### config.mk
export PLATFORM = sky130hd
export DESIGN_NAME = pipelined_wallace_mult_flat
export DESIGN_NICKNAME = d
export VERILOG_FILES = /design/src/rtl/pipelined_wallace_mult_if.sv /design/src/rtl/pipelined_wallace_mult.sv /design/src/flat_wrapper.sv
export SDC_FILE = /design/constraint.sdc
export NUM_CORES = 2
export LEC_CHECK = 0
export CAP_MARGIN = 20
export CORE_AREA = 5 5 264 266
export DETAILED_ROUTE_END_ITERATION = 16
export DIE_AREA = 0 0 269 271
export PLACE_DENSITY_LB_ADDON = 0.3
export SLEW_MARGIN = 0
export SYNTH_ARGS = -nofsm -noshare
export SYNTH_HDL_FRONTEND = slang
export SYNTH_SLANG_ARGS = --single-unit
### constraint.sdc
create_clock -name clk -period 5.6 [get_ports clk]
set_clock_uncertainty 0.15 [all_clocks]
set_input_delay 1.4 -clock clk [delete_from_list [all_inputs] [get_ports clk]]
set_output_delay 1.4 -clock clk [all_outputs]
set_load 0.01 [all_outputs]
### src/rtl/pipelined_wallace_mult_if.sv
// rtl/pipelined_wallace_mult_if.sv - operand/result stream bundle for pipelined_wallace_mult
// master drives operands and out_ready; slave is the multiplier.
interface pipelined_wallace_mult_if #(
  parameter int WIDTH = 24,
  parameter int TAG_W = 4
);
  logic                 in_valid;
  logic                 in_ready;
  logic [WIDTH-1:0]     in_a;
  logic [WIDTH-1:0]     in_b;
  logic                 in_signed;
  logic [TAG_W-1:0]     in_tag;
  logic                 out_valid;
  logic                 out_ready;
  logic [2*WIDTH-1:0]   out_prod;
  logic [TAG_W-1:0]     out_tag;

  modport master (
    output in_valid, in_a, in_b, in_signed, in_tag, out_ready,
    input  in_ready, out_valid, out_prod, out_tag
  );

  modport slave (
    input  in_valid, in_a, in_b, in_signed, in_tag, out_ready,
    output in_ready, out_valid, out_prod, out_tag
  );
endinterface

### src/rtl/pipelined_wallace_mult.sv
// rtl/pipelined_wallace_mult.sv - three-stage Wallace-tree multiplier, per-beat signed/unsigned
// S1 registers operands, S2 registers the carry-save rows, S3 registers the final sum.
module pipelined_wallace_mult #(
  parameter int WIDTH = 24,
  parameter int TAG_W = 4
) (
  input  logic                  clk,
  input  logic                  rst_n,
  pipelined_wallace_mult_if.slave bus
);
  localparam int PW = 2 * WIDTH;
  localparam int NR = WIDTH + 1;

  // Baugh-Wooley rows (NAND terms on the sign row/column plus a constant row),
  // then 3:2 carry-save levels until two rows remain.
  function automatic logic [2*PW-1:0] wallace_rows(input logic [WIDTH-1:0] a,
                                                   input logic [WIDTH-1:0] b,
                                                   input logic             sgn);
    logic [PW-1:0] row [NR];
    logic [PW-1:0] nxt [NR];
    logic          p;
    int            n;
    int            m;
    for (int i = 0; i < WIDTH; i++) begin
      row[i] = '0;
      for (int j = 0; j < WIDTH; j++) begin
        p = a[j] & b[i];
        if (sgn && ((i == WIDTH - 1) != (j == WIDTH - 1))) p = ~p;
        row[i][i+j] = p;
      end
    end
    row[WIDTH] = '0;
    if (sgn) begin
      row[WIDTH][WIDTH] = 1'b1;
      row[WIDTH][PW-1]  = 1'b1;
    end
    n = NR;
    for (int lvl = 0; lvl < NR; lvl++) begin
      if (n > 2) begin
        m = 0;
        for (int k = 0; k < NR; k++) nxt[k] = '0;
        for (int g = 0; g < NR / 3; g++) begin
          if (3 * g + 2 < n) begin
            nxt[m]   = row[3*g] ^ row[3*g+1] ^ row[3*g+2];
            nxt[m+1] = ((row[3*g] & row[3*g+1]) | (row[3*g] & row[3*g+2]) |
                        (row[3*g+1] & row[3*g+2])) << 1;
            m = m + 2;
          end
        end
        for (int k = 0; k < NR; k++) begin
          if (k >= (n / 3) * 3 && k < n) begin
            nxt[m] = row[k];
            m = m + 1;
          end
        end
        row = nxt;
        n   = m;
      end
    end
    return {row[0], row[1]};
  endfunction

  logic                 w_advance;
  logic [2*PW-1:0]      w_tree;

  logic                 r1_valid;
  logic [WIDTH-1:0]     r1_a;
  logic [WIDTH-1:0]     r1_b;
  logic                 r1_signed;
  logic [TAG_W-1:0]     r1_tag;

  logic                 r2_valid;
  logic [PW-1:0]        r2_sum;
  logic [PW-1:0]        r2_carry;
  logic [TAG_W-1:0]     r2_tag;

  logic                 r_out_valid;
  logic [PW-1:0]        r_out_prod;
  logic [TAG_W-1:0]     r_out_tag;

  assign w_advance     = !r_out_valid || bus.out_ready;
  assign w_tree        = wallace_rows(r1_a, r1_b, r1_signed);

  assign bus.in_ready  = w_advance;
  assign bus.out_valid = r_out_valid;
  assign bus.out_prod  = r_out_prod;
  assign bus.out_tag   = r_out_tag;

  always_ff @(posedge clk or negedge rst_n) begin
    if (!rst_n) begin
      r1_valid    <= 1'b0;
      r1_a        <= '0;
      r1_b        <= '0;
      r1_signed   <= 1'b0;
      r1_tag      <= '0;
      r2_valid    <= 1'b0;
      r2_sum      <= '0;
      r2_carry    <= '0;
      r2_tag      <= '0;
      r_out_valid <= 1'b0;
      r_out_prod  <= '0;
      r_out_tag   <= '0;
    end else if (w_advance) begin
      r1_valid    <= bus.in_valid;
      r1_a        <= bus.in_a;
      r1_b        <= bus.in_b;
      r1_signed   <= bus.in_signed;
      r1_tag      <= bus.in_tag;
      r2_valid    <= r1_valid;
      r2_sum      <= w_tree[2*PW-1:PW];
      r2_carry    <= w_tree[PW-1:0];
      r2_tag      <= r1_tag;
      r_out_valid <= r2_valid;
      r_out_prod  <= r2_sum + r2_carry;
      r_out_tag   <= r2_tag;
    end
  end
endmodule
### src/flat_wrapper.sv
// flat-port wrapper written by rule: the top's interface ports become plain ports
module pipelined_wallace_mult_flat 
#(
  parameter int WIDTH = 24,
  parameter int TAG_W = 4
)
  (clk, rst_n, bus_in_valid, bus_in_a, bus_in_b, bus_in_signed, bus_in_tag, bus_out_ready, bus_in_ready, bus_out_valid, bus_out_prod, bus_out_tag);
  pipelined_wallace_mult_if #(.WIDTH(WIDTH), .TAG_W(TAG_W)) bus_i ();
  input  logic clk;
  input  logic rst_n;
  input wire logic [$bits(bus_i.in_valid)-1:0] bus_in_valid;
  input wire logic [$bits(bus_i.in_a)-1:0] bus_in_a;
  input wire logic [$bits(bus_i.in_b)-1:0] bus_in_b;
  input wire logic [$bits(bus_i.in_signed)-1:0] bus_in_signed;
  input wire logic [$bits(bus_i.in_tag)-1:0] bus_in_tag;
  input wire logic [$bits(bus_i.out_ready)-1:0] bus_out_ready;
  output wire logic [$bits(bus_i.in_ready)-1:0] bus_in_ready;
  output wire logic [$bits(bus_i.out_valid)-1:0] bus_out_valid;
  output wire logic [$bits(bus_i.out_prod)-1:0] bus_out_prod;
  output wire logic [$bits(bus_i.out_tag)-1:0] bus_out_tag;
  assign bus_i.in_valid = bus_in_valid;
  assign bus_i.in_a = bus_in_a;
  assign bus_i.in_b = bus_in_b;
  assign bus_i.in_signed = bus_in_signed;
  assign bus_i.in_tag = bus_in_tag;
  assign bus_i.out_ready = bus_out_ready;
  assign bus_in_ready = bus_i.in_ready;
  assign bus_out_valid = bus_i.out_valid;
  assign bus_out_prod = bus_i.out_prod;
  assign bus_out_tag = bus_i.out_tag;
  pipelined_wallace_mult #(.WIDTH(WIDTH), .TAG_W(TAG_W)) u_core (.clk(clk), .rst_n(rst_n), .bus(bus_i));
endmodule
After elaboration in Yosys (flattened, before gate mapping)
Cells that the tools add are included.
- register bits: 207
- input bits: 57
- logic and storage cells: 845
- output and inout bits: 54
- reductions and logical operators: 2
- add/subtract/negate cells: 1
- mux-type cells: 47
- bitwise operators: 783
- operator list (cell ; count):
    bitwise AND 47 bit ; 43
    OR 47 bit ; 39
    bitwise XOR 48 bit ; 26
    bitwise AND 1 bit ; 576
    bitwise AND 47 x 25 -> 47 bit ; 2
    adder 48 bit ; 1
    bitwise XOR 44 x 48 -> 48 bit ; 1
    bitwise XOR 48 x 29 -> 48 bit ; 1
    bitwise XOR 48 x 38 -> 48 bit ; 1
    bitwise XOR 48 x 47 -> 48 bit ; 1
    bitwise AND 45 x 47 -> 47 bit ; 1
    bitwise AND 46 x 47 -> 47 bit ; 1
    2-to-1 mux 1 bit ; 47
    OR 47 x 26 -> 47 bit ; 1
    OR 47 x 29 -> 47 bit ; 1
    OR 47 x 32 -> 47 bit ; 1
    OR 47 x 35 -> 47 bit ; 1
    OR 47 x 38 -> 47 bit ; 1
    OR 47 x 41 -> 47 bit ; 1
    OR 47 x 44 -> 47 bit ; 1
    bitwise XOR 46 x 47 -> 47 bit ; 1
    bitwise AND 45 x 46 -> 46 bit ; 1
    inverter 1 bit ; 46
    bitwise XOR 45 x 46 -> 46 bit ; 1
    other kinds (37) ; 37

Longest topological paths before layout
- word-level depth: 24
- gate-level depth with buffers: 18
- gate-level depth less buffers: 16

Worst setup path after synthesis
Ideal clock, no wire load.
- path type: reg2reg
- start point: register u_core.r1_signed
- end point: register u_core.r2_sum[27]
- setup slack: 0.117 ns
- data arrival time: 5.216 ns
- library setup time: 0.117 ns
- cell stages (with the launch flop): 17
- path buffers: 3
- period minus slack after synthesis: 5.483 ns
- path through: dfrtp_1 > clkbuf_1 > clkbuf_1 > buf_1 > xor2_1 > fa_1 > inv_1 > fa_1 > inv_1 > fa_1 > fa_1 > fa_1 > fa_1 > inv_1 > fa_1 > nand2_1 > nand2_1
- longest elaborated chain between the ends: 19
- elaborated cells between the ends (all ways): 97
- RTL lines (item ; line ; RTL):
    from (decl) ; pipelined_wallace_mult.sv:69 ; logic r1_signed;
    from (signal assigned) ; pipelined_wallace_mult.sv:107 ; r1_signed <= bus.in_signed;
    2-to-1 mux 1 bit ; pipelined_wallace_mult.sv:28 ; if (sgn && ((i == WIDTH - 1) != (j == WIDTH - 1))) p = ~p;
    bitwise AND 24 x 25 -> 25 bit, or another cell as far along ; pipelined_wallace_mult.sv:45 ; nxt[m+1] = ((row[3*g] & row[3*g+1]) | (row[3*g] & row[3*g+2]) |
    OR 47 bit / bitwise XOR 25 x 26 -> 26 bit (equally long branches) ; pipelined_wallace_mult.sv:45, pipelined_wallace_mult.sv:44 ;
    OR 47 x 26 -> 47 bit, or another cell as far along ; pipelined_wallace_mult.sv:45 ;
    bitwise AND 47 bit, or another cell as far along ; pipelined_wallace_mult.sv:45 ;
    OR 47 bit, or another cell as far along (2 in a row) ; pipelined_wallace_mult.sv:45 ;
    bitwise AND 47 bit, or another cell as far along ; pipelined_wallace_mult.sv:45 ;
    OR 47 bit, or another cell as far along (2 in a row) ; pipelined_wallace_mult.sv:45 ;
    bitwise AND 47 bit, or another cell as far along ; pipelined_wallace_mult.sv:45 ;
    OR 47 bit, or another cell as far along (2 in a row) ; pipelined_wallace_mult.sv:45 ;
    bitwise XOR 48 bit / OR 47 bit (equally long branches) ; pipelined_wallace_mult.sv:44, pipelined_wallace_mult.sv:45 ;
    bitwise XOR 48 bit, or another cell as far along ; pipelined_wallace_mult.sv:44 ; nxt[m] = row[3*g] ^ row[3*g+1] ^ row[3*g+2];
    bitwise XOR 48 bit / OR 47 bit (equally long branches) (2 in a row) ; pipelined_wallace_mult.sv:44, pipelined_wallace_mult.sv:45 ;
    bitwise XOR 48 bit ; pipelined_wallace_mult.sv:44 ;
    bitwise XOR 48 bit * ; pipelined_wallace_mult.sv:44 ;
    net u_core.w_tree[75] ; pipelined_wallace_mult.sv:64 ; logic [2*PW-1:0] w_tree;
    to (signal assigned) ; pipelined_wallace_mult.sv:110 ; r2_sum <= w_tree[2*PW-1:PW];
    to (decl) ; pipelined_wallace_mult.sv:73 ; logic [PW-1:0] r2_sum;
Mark *: on every way through the listed nets, which the timed path passes. The rest lies on a longest branch.
A chain may end at the register's enable or synchronous reset.

Worst setup path in the final report
- start point: register u_core.r1_b[18]
- end point: register u_core.r2_sum[22]
- longest elaborated chain between the ends: 19
- elaborated cells between the ends (all ways): 57
- RTL lines (item ; line ; RTL):
    from (decl) ; pipelined_wallace_mult.sv:68 ; logic [WIDTH-1:0] r1_b;
    from (signal assigned) ; pipelined_wallace_mult.sv:106 ; r1_b <= bus.in_b;
    bitwise AND 1 bit ; pipelined_wallace_mult.sv:27 ; p = a[j] & b[i];
    bitwise AND 42 x 43 -> 43 bit / bitwise AND 42 x 44 -> 44 bit (equally long branches) ; pipelined_wallace_mult.sv:45 ;
    OR 47 bit ; pipelined_wallace_mult.sv:45 ;
    OR 47 x 44 -> 47 bit ; pipelined_wallace_mult.sv:45 ;
    bitwise XOR 44 x 48 -> 48 bit ; pipelined_wallace_mult.sv:44 ;
    bitwise XOR 48 x 47 -> 48 bit ; pipelined_wallace_mult.sv:44 ;
    bitwise AND 47 bit ; pipelined_wallace_mult.sv:45 ;
    OR 47 bit (2 in a row) ; pipelined_wallace_mult.sv:45 ;
    bitwise AND 47 bit ; pipelined_wallace_mult.sv:45 ;
    OR 47 bit (2 in a row) ; pipelined_wallace_mult.sv:45 ;
    bitwise XOR 48 bit (2 in a row) ; pipelined_wallace_mult.sv:44 ;
    bitwise AND 47 bit ; pipelined_wallace_mult.sv:45 ;
    OR 47 bit (2 in a row) ; pipelined_wallace_mult.sv:45 ;
    bitwise XOR 48 bit ; pipelined_wallace_mult.sv:44 ;
    bitwise XOR 48 bit * ; pipelined_wallace_mult.sv:44 ;
    net u_core.w_tree[70] ; pipelined_wallace_mult.sv:64 ;
Marked as above.

==> impl_results.md <==
* Antenna violations before repair at 0
* Starting Density at 0.396
* Drt drc at 0
* Commonest cells after routing, fill and taps aside: 801 x nand2_1, 490 x fa_1, 479 x inv_1
* GP Congestion at between 0.8 and 0.9
* Setup slack, reg-to-reg at around 0.38 ns
* Crit path arrival time at 5.52 ns
* H-tree depth at 4
* Number of flops mapped to enable cells by yosys at 0
* Seq cells post-synth at 200
* Mapped Cells at ~3000
* CTS resizes at 0
* Die area at between 70000 and 80000 um^2
* I/O pin count at between 100 and 150
* CTS tree: done
* Row count at 95
* Max Cap Viol at 0
* FF+latch area at around 5000 um^2
* Hold Path Class: flip-flop to flip-flop
* Seq/Total Area, Yosys at 0.189
* DP Cell Count at just under 4000
* Total wire length at 69.4 mm
* Final setup fails at 0
* Layout cells sized above 1 at 0.0392
* Minimum clock period at 5.22 ns
* Die height at 271 um
* Layout Cells excl Fill at between 3000 and 4000
* Max Freq at roughly 190 MHz
* Core area at approximately 67000 um^2
* Syn avg cell area at about 9.0 um^2
* Wirelength per Cell at about 18 um
* Critical Path End Type: flip-flop
* DR iter-0 viols at 1170
* Final period util at 0.933
* GRT Total Usage at 0.198
* CP startpoint: u_core.r1_b[18]
* CP max FO at 20
* Grt total ovfl at 0
* Setup TNS at 0 ns
* Antenna Nets Post-Route at 0
* Num CTS Buffers at 17
* Most common cell after layout, fill and taps aside: nand2_1
* Worst slew pin tran at roughly 0.97 ns
* Bufs on Longest Clock Path at 2
* Fin nets at roughly 3700
* Vias per cell at slightly below 5
* Reg-to-reg endpoint: u_core.r2_sum[22]
* Final hold vios at 0
* Fillers at about 6700
* Worst setup endpoint: u_core.r2_sum[22]
* # clock sinks at 200
* Synthesized cell area at ~26000 um^2
* Post-synth ARST share at 1.00
* Synth cell types at 53
* First-pass DRT Iterations at 5
* Ys flop type: dfrtp_1
* Multi-input gate area at between 15000 and 20000 um^2
* Crit Path Class: flip-flop to flip-flop
* Post-CTS Repair Setup Buffers at 0
* Clk_lat worst skew at about 0.5 ns
* Synth Warn # at 0
* CTS root buffer: clkbuf_16
* Outcome: finished, final reports clean
* Die width at between 200 and 300 um
* Synth-to-layout area growth at 10.7%
* Vias in the first global route at a little over 20000
* First-pass GRT wire length at 113 mm
* Syn nets at around 3700
* CTS Hold Bufs at 0
* Slew Viols, Final at 0
* Worst setup SP type: flip-flop
* CTS clk-pin slew, worst paths at 0.09 ns
* Worst EP required at between 5 and 6 ns
* RR Startpoint: u_core.r1_b[18]
* FF-to-FF path depth at 14
* Largest net degree at the start of global routing at about 180
* Relative slew slack at 0.353
* Dpl hpwl at 55.1 mm
* Unrepaired setup endpoints after global routing: no
* Antenna Cells at 0
* Final core occ at 0.438
* Via count at 19200
* Number of port buffers at 110
==> flip-flops by register name (all words and copies together), names as in the netlist <==
register	flops
u_core.bus.out_prod	48
u_core.r2_sum	48
u_core.r2_carry	40
u_core.r1_a	24
u_core.r1_b	24
u_core.bus.out_tag	4
u_core.r1_tag	4
u_core.r2_tag	4
u_core.bus.out_valid	1
u_core.r1_signed	1
u_core.r1_valid	1
u_core.r2_valid	1
==> logic make-up (layout without fill, tap and decap cells) <==
family / after synthesis / after routing / share of synthesized area
flip-flops: 200 / 200 / 0.189
adder cells (fa/ha/maj): 653 / 653 / 0.448
XOR/XNOR: 83 / 83 / 0.0275
multiplexers: 1 / 1 / 0.000378
buffers and inverters: 634 / 693 / 0.0900
AND/OR/NAND/NOR: 1205 / 1205 / 0.204
AO/OA/AOI/OAI: 176 / 176 / 0.0409
==> synth_stat cells (all sizes together), types with 7 or more instances <==
library cell | n | share of area
o211ai | 7 | 0.0020
dfrtp | 200 | 0.19
and2 | 301 | 0.071
inv | 480 | 0.068
nor2b | 7 | 0.0017
nor2 | 55 | 0.0078
fa | 490 | 0.37
a31oi | 7 | 0.0022
xor2 | 43 | 0.014
a21oi | 72 | 0.014
o21ai | 46 | 0.0087
clkbuf | 145 | 0.021
nand4 | 8 | 0.0019
o21a | 7 | 0.0020
nand2 | 801 | 0.11
a21o | 14 | 0.0040
xnor2 | 40 | 0.013
nand3 | 8 | 0.0015
buf | 9 | 0.0013
ha | 163 | 0.077
==> how the worst min path moves through the flow <==
| stage | start | end | depth (start not counted) |
|---|---|---|---|
| floorplan | u_core.r2_valid | u_core.r2_valid | 2 |
| global placement | u_core.r2_sum[7] | u_core.r2_sum[7] | 2 |
| detailed placement | u_core.r2_valid | u_core.r2_valid | 2 |
| CTS | u_core.r2_valid | u_core.r2_valid | 2 |
| global route | u_core.r2_sum[6] | u_core.r2_sum[6] | 2 |
| finish | u_core.r2_valid | u_core.r2_valid | 2 |
==> final cells by class <==
type	count	area share
multi-input cells	2118	0.652
flip-flops and latches	200	0.171
inverters	480	0.0617
repair buffers	182	0.0575
well taps	873	0.0373
clock buffers	17	0.0145
clock inverters	14	0.00620
==> stage by stage <==
| stage | hold slack [ns] | instance area, um^2 | setup WS, ns |
|---|---|---|---|
| final | 0.318 | 29300 | 0.375 |
| after CTS | 0.321 | 29300 | 0.374 |
| after global placement | 0.299 | 28700 | 0.469 |
| after detailed placement | 0.302 | 28700 | 0.400 |
| after floorplan | 0.280 | 26500 | 0.117 |
| after global routing | 0.347 | 29300 | 0.156 |
==> worst max-delay path: stages, from the launching register on <==
cell	delay [ns]
dfrtp_1	0.91
buf_4	0.27
nand2_1	0.07
fa_1	0.48
inv_1	0.05
fa_1	0.49
inv_1	0.06
fa_1	0.55
fa_1	0.44
fa_1	0.55
fa_1	0.50
inv_1	0.04
fa_1	0.47
nand2_1	0.05
nand2_1	0.08
==> metal layers <==
layer,wire (um),global-route usage,vias up
met5,0,0,-
met4,2460,0.0683,0
met3,2990,0.0269,101
met2,35600,0.340,423
met1,28400,0.257,9835
li1,-,-,8796
Power is not shown: default switching activity piles up to over one toggle a cycle in this logic, so the estimate is an artifact.
